`config.mk`:
```
export PLATFORM = sky130hd
export DESIGN_NAME = meas_logger
export DESIGN_NICKNAME = d
export VERILOG_FILES = /design/src/rtl/meas_logger.sv
export SDC_FILE = /design/constraint.sdc
export NUM_CORES = 1
export LEC_CHECK = 0
export CORE_UTILIZATION = 50
export CTS_BUF_LIST = sky130_fd_sc_hd__clkbuf_16
export DETAILED_ROUTE_END_ITERATION = 12
export PLACE_DENSITY = 0.77
export SLEW_MARGIN = 20
export SYNTH_ARGS = -nofsm -noshare
export SYNTH_HDL_FRONTEND = slang
export SYNTH_SLANG_ARGS = --single-unit
```
`constraint.sdc`:
```
create_clock -name clk -period 5.2 [get_ports clk]
set_input_delay 0.78 -clock clk [delete_from_list [all_inputs] [get_ports clk]]
set_output_delay 0.78 -clock clk [all_outputs]
set_load 0.005 [all_outputs]
```
`src/rtl/meas_logger.sv`:
```
// meas_logger: decimates I2C measurement strobes into a BRAM ring buffer,
// following each data word with a status word at address 0.
module meas_logger #(
    parameter int ADDR_W = 11,
    parameter int DATA_W = 16,
    parameter int DECIM  = 1
) (
    input  logic              clk,
    input  logic              rst,
    input  logic [DATA_W-1:0] meas_in,
    input  logic              meas_valid,
    input  logic              enable,
    output logic [ADDR_W-1:0] bram_addr,
    output logic [31:0]       bram_din,
    output logic              bram_we,
    output logic [ADDR_W-1:0] wr_ptr,
    output logic              wrapped,
    output logic [7:0]        drop_cnt,
    output logic              busy
);
    typedef enum logic [1:0] {IDLE, WR_DATA, WR_STAT} state_t;
    state_t state;
    logic [15:0] seq;
    logic [7:0] decim_cnt;
    logic stb, last, wrap_nxt;
    logic [ADDR_W-1:0] ptr_nxt;
    logic [15:0] seq_nxt;
    // address 0 holds the status word, so the ring spans 1..2^ADDR_W-1
    assign stb      = meas_valid && enable;
    assign last     = wr_ptr == '1;
    assign ptr_nxt  = last ? ADDR_W'(1) : wr_ptr + 1'b1;
    assign seq_nxt  = seq + 16'd1;
    assign wrap_nxt = wrapped | last;
    always_ff @(posedge clk or posedge rst) begin
        if (rst) begin
            state     <= IDLE;
            bram_we   <= 1'b0;
            busy      <= 1'b0;
            bram_addr <= '0;
            bram_din  <= '0;
            wr_ptr    <= ADDR_W'(1);
            seq       <= '0;
            decim_cnt <= '0;
            wrapped   <= 1'b0;
            drop_cnt  <= '0;
        end else begin
            if (stb && state != IDLE && drop_cnt != 8'hff)
                drop_cnt <= drop_cnt + 8'd1;
            case (state)
                IDLE: if (stb) begin
                    if (decim_cnt == 8'(DECIM - 1)) begin
                        decim_cnt <= '0;
                        state     <= WR_DATA;
                        busy      <= 1'b1;
                        bram_we   <= 1'b1;
                        bram_addr <= wr_ptr;
                        bram_din  <= {seq, meas_in};
                    end else begin
                        decim_cnt <= decim_cnt + 8'd1;
                    end
                end
                WR_DATA: begin
                    state     <= WR_STAT;
                    wr_ptr    <= ptr_nxt;
                    seq       <= seq_nxt;
                    wrapped   <= wrap_nxt;
                    bram_addr <= '0;
                    bram_din  <= {wrap_nxt, 4'b0, 11'(ptr_nxt), seq_nxt};
                end
                WR_STAT: begin
                    state   <= IDLE;
                    bram_we <= 1'b0;
                    busy    <= 1'b0;
                end
                default: state <= IDLE;
            endcase
        end
    end
endmodule

```
* Yosys cells after proc, flatten, opt, wreduce, memory -nomap -nowiden
Index checks and enable logic that the tools add are counted.
Storage, ports and cells: register bits after elaboration 90, input bits 20, output and inout bits 65, word-level logic and storage cells 46
Cells by class: add/subtract/negate cells 4, equality and inequality tests 6, muxes and demuxes 14, bitwise gates (word level) 1, reductions and logical operators 12
Operators with widths (number):
- 32-bit two-way mux | 2
- 32-bit one-hot mux with 2 select lines | 1
- 11-bit two-way mux | 3
- 11-bit one-hot mux with 2 select lines | 1
- 16-bit by 1-bit adder with 16-bit output, second input constant | 1
- 8-bit by 1-bit adder with 8-bit output, second input constant | 2
- 11-bit by 1-bit adder with 11-bit output, second input constant | 1
- 11-bit == test, second input constant | 1
- 8-bit zero test | 1
- 8-bit two-way mux | 1
- 8-bit != test, second input constant | 1
- 3-bit AND reduction | 2
- 2-bit nonzero test | 3
- 2-bit two-way mux | 2
- 2-bit != test, second input constant | 2
- 2-bit one-hot mux with 2 select lines | 1
- 2-bit AND reduction | 2
- 1-bit logical AND | 3
- 2-bit by 1-bit == test with 1-bit output, second input constant | 1
- 2-bit == test, second input constant | 1
- 2-bit zero test | 1
- 1-bit two-way mux | 2
- 1-bit one-hot mux with 2 select lines | 1
- 1-bit OR | 1

* Logic depth before layout (Yosys ltp)
Gate-level depths: netlist of the first run.
word-level depth 4, mapped depth 7, depth with buffers taken out 7

* Worst setup path after synthesis of the first run
OpenSTA, ideal clock, no wires.
path type input-to-reg, start point in meas_valid, end point reg bram_din[12], library setup time 126 ps, arrival 1695 ps, required time 5074 ps, setup slack 3379 ps, stages 4, buffers on the path 0, path through and2_0 -> a31o_4 -> and3_1 -> a221o_1
Between the ends: longest elaborated chain between the ends 3
Ends and longest elaborated chain:
- start: declaration | RTL line 11 | input logic meas_valid,
- 1-bit logical AND | RTL line 29 | assign stb = meas_valid && enable;
- 2-bit != test (no source line)
- 3-bit AND reduction (no source line)
- end signal: assignment | RTL line 57 | bram_din <= {seq, meas_in};
- end signal: assignment | RTL line 68 | bram_din <= {wrap_nxt, 4'b0, 11'(ptr_nxt), seq_nxt};
- end: declaration | RTL line 14 | output logic [31:0] bram_din,
Every way passes these cells. A chain may end at the register's enable or synchronous reset.

* Worst setup path after layout of the first run
Same ends and word-level chain as after synthesis.

==> impl_summary.txt, run 1 <==
----------------------------------------------------
[Status]
  Outcome ... finished clean

[Synthesis]
  #FFs+latches synth ... 90
  Number of flops mapped to enable cells by yosys ... 0
  Total nets after synthesis ... 469
  Yosys warning count ... 0
  Post-synthesis instance total ... 444
  Synthesized area divided by synthesized cell count ... 10.0 um2
  Main flop type after synthesis ... dfrtp_1
  Netlist area before placement ... 4440 um2
  Sequential share of the synthesized area ... 0.507
  Most used standard cell by instance count after synthesis ... dfrtp_1
  Ranking of synthesized cells by area ... dfrtp_1 50%, xnor2_1 4.9%, nand2_1 4.9%, xor2_1 3.7%, nor2_1 3.0%
  Fraction of synthesized cell area taken by the top area cell type ... 0.501
  Yosys top cell by area ... dfrtp_1
  Commonest cells in the synthesized netlist ... 89 x dfrtp_1, 58 x nand2_1, 36 x nor2_1
  Asr flop ratio synth ... 1.00
  Unique masters post-synth ... 63

[Place]
  Placed cell count ... 613
  Detailed placement HPWL ... 6810 um
  Routability congestion estimate from global placement ... 0.840
  Port bufs ... 84
  Placed standard-cell area ... 5280 um2

[Detailed routing]
  Antenna violation net count after detailed routing ... 0
  Number of design-rule violations left by the first detailed-router iteration ... 250
  DRC violation count after routing ... 0
  TritonRoute pass-1 iters ... 6
  Via Count ... 3621
  Routed length per instance ... 16.2 um
  Detailed Route WL ... 10200 um
  Avg Vias per Cell ... 5.76

[STA]
  Measured slew at the worst slew-check pin ... 703 ps
  Number of failing hold endpoints at the final stage ... 0
  RSZ-0062 raised after global routing ... false
  Final critical-path share of the clock period ... 0.434
  Max Slew Vio Count ... 0
  Period minus WS final ... 2260 ps
  Skew final ... 7.17 ps
  Highest clock rate ... 443 MHz
  Count of endpoints failing setup in the final report ... 0
  Worst rel slew slack ... 0.531
  Sum Neg Setup Slack ... 0 ps

[Hold path]
  Hold WC Path Type ... reg2reg
  HP Start ... bram_addr[0]
  Hold Crit Endpoint ... bram_addr[0]
  Worst hold stages ... 2

[Setup path]
  Startpoint types ... primary input
  Capturing element type of the critical path ... flip-flop
  Start of the worst register-to-register path ... wr_ptr[0]
  Required time worst endpoint ... 5410 ps
  Crit path kind ... in2reg
  R2R cell count ... 5
  Maximum fanout along the worst path ... 51
  Worst setup path start ... meas_valid
  Arrival time reported for the critical path endpoint ... 2460 ps
  Worst R2R End ... wr_ptr[5]
  FF-to-FF setup slack ... 2940 ps

[Final layout]
  Area growth from synthesis to layout ... 25.9%
  Fill cell instance count of the final layout ... 706
  Finished Layout Cells ... 629
  Total number of nets in the final design ... 541
  Multi-input gate area ... 1980 um2
  Reg area ... 2250 um2
  N_diodes ... 0
  Share of post-route cells with drive strength above 1 ... 0.0710
  Final instance area ... 5590 um2

[Clock tree]
  Number of buffers inserted during clock tree synthesis ... 9
  Setup Fix Bufs, Post-CTS ... 0
  Maximum clock path buffer count ... 2
  Cts repair resizes ... 0
  CTS root buf ... clkbuf_16
  CTS tree ... built
  Clk Latency, worst-skew pair ... 330 ps
  CTS HTree Levels ... 3
  CTS hold repair buffers ... 0
  TritonCTS sink count ... 90
  Clock transition at the registers of the reported paths ... 60 ps

[Floorplan]
  Effective utilization at floorplan ... 0.512
  Num rows ... 34
  Die Y-Extent ... 96.3 um
  Ports placed on the boundary ... 85
  Overall die width ... 96.3 um
  Die outline area ... 9270 um2
  Core Area ... 8680 um2

[Global routing]
  Maximum number of pins on one net before global-route repair ... 58
  Number of global-route vias before repair ... 3492
  Overflow left after global routing ... 0
  Global-route wire length before repair ... 17100 um
  Number of antenna violations at the first check in global routing ... 0
  Total GRT Usage ... 0.242

[Job]
  Number of violations of the max-capacitance limit ... 0

[Power and ir drop]
  Worst VDD drop ... 0.321 mV
  Power density of the placed cells ... 446 nW/um2
  Leakage dissipation ... 2.44 nW

----------------------------------------------------
## worst max-delay path by stage
stage | cells after the start | slack [ps] | end
6_report | 5 | 2940 | bram_din[12]
5_1_grt | 5 | 2870 | bram_din[12]
4_1_cts | 5 | 2950 | bram_din[12]
3_3_place_gp | 5 | 2650 | bram_din[12]
3_5_place_dp | 5 | 2610 | bram_din[12]
2_1_floorplan | 1 | 2090 | bram_addr[0]
## cells by family after synthesis
kind of cell / share of synthesized area
XOR/XNOR: 0.0867
AND/OR/NAND/NOR: 0.200
adder cells (fa/ha/maj): 0.0141
buffers and inverters: 0.0470
multiplexers: 0.0115
AO/OA/AOI/OAI: 0.134
flip-flops: 0.507
## per-layer routing
layer	routed length, um	vias to the layer above	part of all wire	GRT usage
met2	4940	119	0.48	0.381
met5	0	-	0	0
met3	554	12	0.054	0.0427
li1	-	1717	-	-
met4	91	0	0.0089	0.0721
met1	4620	1773	0.45	0.342
## worst max-delay path, stage by stage
cell and delay, ps:
clkdlybuf4s50_1 480, and2_0 360, a31oi_4 120, buf_4 320, a221o_1 400
## area by class of cell
cell class	count	share of cell area
inverter	13	0.00917
clock buffer	9	0.0403
sequential	90	0.403
multi-input combinational	315	0.354
timing repair buffer	87	0.154
clock inverter	7	0.0150
tap	108	0.0242
## where the power goes
| part | total (mW) | switching (mW) | internal (mW) |
|---|---|---|---|
| Combinational | 0.781 | 0.355 | 0.426 |
| Clock | 0.676 | 0.261 | 0.415 |
| Sequential | 1.04 | 0.162 | 0.874 |
## cell usage in the layout (no fill, tap or decap), types with 16 or more instances in the layout
cell | Yosys | layout
a21oi_1 | 16 | 16
dfrtp_1 | 89 | 89
xor2_1 | 19 | 19
clkdlybuf4s50_1 | 0 | 84
nor2_1 | 36 | 36
o21ai_0 | 19 | 19
nand2_1 | 58 | 58
nand3_1 | 23 | 23
nor3_1 | 18 | 18
xnor2_1 | 25 | 25
## metrics by stage
step | power, mW | hold slack, ps | setup slack (ps) | util
after floorplan | 1.45 | 463 | 2090 | -
after global placement | 1.80 | 450 | 2650 | 0.609
after detailed placement | 1.83 | 459 | 2610 | 0.609
after CTS | 2.51 | 473 | 2950 | 0.644
after global routing | 2.65 | 500 | 2870 | 0.645
final | 2.49 | 469 | 2940 | 0.645
## state kept, by name (all words and copies together) (netlist names)
register and cells:
drop_cnt 8, seq 16, wrapped 1, wr_ptr 11, state 2, busy 1
bram_din 32, decim_cnt 8, bram_addr 11
No activity file was read; power rests on OpenSTA's default activity.
==> run 2, diff against run 1 <==
==> constraint.sdc (replaced) <==
create_clock -name clk -period 2.3 [get_ports clk]
set_input_delay 0.345 -clock clk [delete_from_list [all_inputs] [get_ports clk]]
set_output_delay 0.345 -clock clk [all_outputs]
set_load 0.005 [all_outputs]
==> run 2 against run 1 <==
Non-clock buffer count is 5 higher. Largest cell class unchanged. Core utilization is 0.74 points higher. Cell count is 0.79% higher. Highest routed layer unchanged.
==> impl_summary.txt, run 2 (same netlist as run 1, synthesis figures left out) <==
----------------------------------------------------
[Final layout]
  Commonest cells after routing, fill and taps aside ... 89 x dfrtp_1, 84 x clkdlybuf4s50_1, 58 x nand2_1
  Area growth from synthesis to layout ... 27.3%
  Fill cell instance count of the final layout ... 686
  N_diodes ... 0
  Largest register by flop count ... bram_din
  Total number of nets in the final design ... 546
  Top flop regs ... bram_din x32, seq x16
  Most common cell after layout, fill and taps aside ... dfrtp_1
  Flip-flop count of the largest register after layout ... 32
  Finished Layout Cells ... 634
  Final instance area ... 5660 um2
  Final core occ ... 0.652
  Share of post-route cells with drive strength above 1 ... 0.0798

[STA]
  Worst rel slew slack ... 0.593
  Highest clock rate ... 496 MHz
  Worst path setup slack after routing ... 286 ps
  Count of endpoints failing setup in the final report ... 0
  Smallest hold slack ... 429 ps
  RSZ-0062 raised after global routing ... false
  Measured slew at the worst slew-check pin ... 609 ps
  Period minus WS final ... 2010 ps
  Sum Neg Setup Slack ... 0 ps
  Skew final ... 6.30 ps
  Final critical-path share of the clock period ... 0.876
  Max Slew Vio Count ... 0
  Number of failing hold endpoints at the final stage ... 0

[Detailed routing]
  Avg Vias per Cell ... 5.80
  Detailed Route WL ... 10600 um
  Via Count ... 3675
  Antenna violation net count after detailed routing ... 0
  DRC violation count after routing ... 0
  Number of design-rule violations left by the first detailed-router iteration ... 273
  Routed length per instance ... 16.7 um
  TritonRoute pass-1 iters ... 5

[Setup path]
  Worst Setup EP ... wr_ptr[5]
  Capturing element type of the critical path ... flip-flop
  Arrival time reported for the critical path endpoint ... 2240 ps
  Worst Path Buf+Inv ... 0
  Required time worst endpoint ... 2520 ps
  Worst R2R End ... wr_ptr[5]
  Start of the worst register-to-register path ... wr_ptr[0]
  R2R cell count ... 5
  Library cell contributing the largest single delay on the critical path ... dfstp_2
  Maximum fanout along the worst path ... 7
  Path length in cells of the critical path ... 5
  FF-to-FF setup slack ... 290 ps
  Biggest cell delay along the critical path ... 590 ps
  Crit path kind ... reg2reg
  Family of cells with the greatest summed delay on the critical path ... simple AND/OR/NAND/NOR gates
  Worst setup path start ... wr_ptr[0]
  Startpoint types ... flip-flop
  CP cell instances ... ha_1 -> nand3_1 -> nor4_1 -> o21ai_0 -> a22o_1

[Global routing]
  Global-route wire length before repair ... 17500 um
  Highest-utilization routing layer at the global route stage ... met2
  Met1 usage in global routing ... 0.330
  Routing usage on met2 ... 0.411
  Overflow left after global routing ... 0
  Global routing usage on met3 ... 0.0450
  Number of global-route vias before repair ... 3683
  Maximum number of pins on one net before global-route repair ... 52
  Total GRT Usage ... 0.252
  Number of antenna violations at the first check in global routing ... 0

[Power and ir drop]
  Leakage dissipation ... 2.47 nW
  P_int ... 3.91 mW
  Power density of the placed cells ... 1000 nW/um2
  Switching Fraction ... 0.312
  Seq pwr share ... 0.416
  Part of the power in combinational logic ... 0.316
  Worst VDD drop ... 0.570 mV
  Net switching power figure ... 1.77 mW
  Power Total ... 5.68 mW
  Clock share of power ... 0.268

[Clock tree]
  Clock transition at the registers of the reported paths ... 60 ps
  CTS root buf ... clkbuf_16
  Setup Fix Bufs, Post-CTS ... 0
  CTS HTree Levels ... 3
  Clk Latency, worst-skew pair ... 340 ps
  CTS tree ... built
  CTS hold repair buffers ... 0
  Number of buffers inserted during clock tree synthesis ... 9
  Cts repair resizes ... 0
  Maximum clock path buffer count ... 2
  TritonCTS sink count ... 90

[Place]
  Placed cell count ... 618
  Placed standard-cell area ... 5350 um2
  Worst setup slack before clock tree synthesis ... 230 ps
  Routability congestion estimate from global placement ... 0.827
  Port bufs ... 84
  Detailed placement HPWL ... 7340 um

[Floorplan]
  Ports placed on the boundary ... 85
  Num rows ... 34
  Die outline area ... 9270 um2
  Core Area ... 8680 um2
  Die Y-Extent ... 96.3 um
  Overall die width ... 96.3 um
  Effective utilization at floorplan ... 0.512

[Hold path]
  Hold WC Path Type ... in2async

[Status]
  Outcome ... finished clean

[Job]
  Number of violations of the max-capacitance limit ... 0

----------------------------------------------------
==> run 2: cell types whose count changed in the layout (fill, tap and decap cells not counted) <==
cell        change
buf_4           +3
buf_12          +2
inv_4           -1
clkinvlp_4      +1
==> run 2: area by class of cell <==
cell class              instances  area [um2]  area share
repair buffers                 92         926       0.164
inverters                      13        52.6     0.00929
clock buffers                   9         225      0.0398
multi-input cells             315        1980       0.350
flip-flops and latches         90        2250       0.398
clock inverters                 7        83.8      0.0148
well taps                     108         135      0.0239
==> run 2: routing by layer <==
metal	share of wire	wire length, um
met5	0	0
met3	0.066	701
met1	0.43	4530
met4	0.016	173
met2	0.49	5150
==> run 2: worst reg2reg max path, delay by kind of cell (launching register included) <==
kind	cells	cell delay, ps
flip-flops	1	590
AND/OR/NAND/NOR	2	640
adder cells (fa/ha/maj)	1	300
AO/OA/AOI/OAI	2	370
==> run 2: worst min-delay path by stage <==
stage,startpoint,to,slack [ps],depth (start not counted)
finish,rst,bram_din[31],430,2
floorplan,bram_addr[0],bram_addr[0],460,2
CTS,rst,bram_din[31],440,2
global placement,bram_addr[0],bram_addr[0],450,2
detailed placement,bram_din[29],bram_din[29],470,2
global route,rst,bram_din[31],480,2
==> run 2: power groups by stage <==
stage          Clock (mW)  Sequential (mW)  Combinational, mW
6_report             1.52             2.36               1.80
5_1_grt              1.61             2.42               2.04
4_1_cts              1.54             2.36               1.82
3_5_place_dp            0             2.38               1.81
3_3_place_gp            0             2.36               1.75
2_1_floorplan           0             2.29               1.00
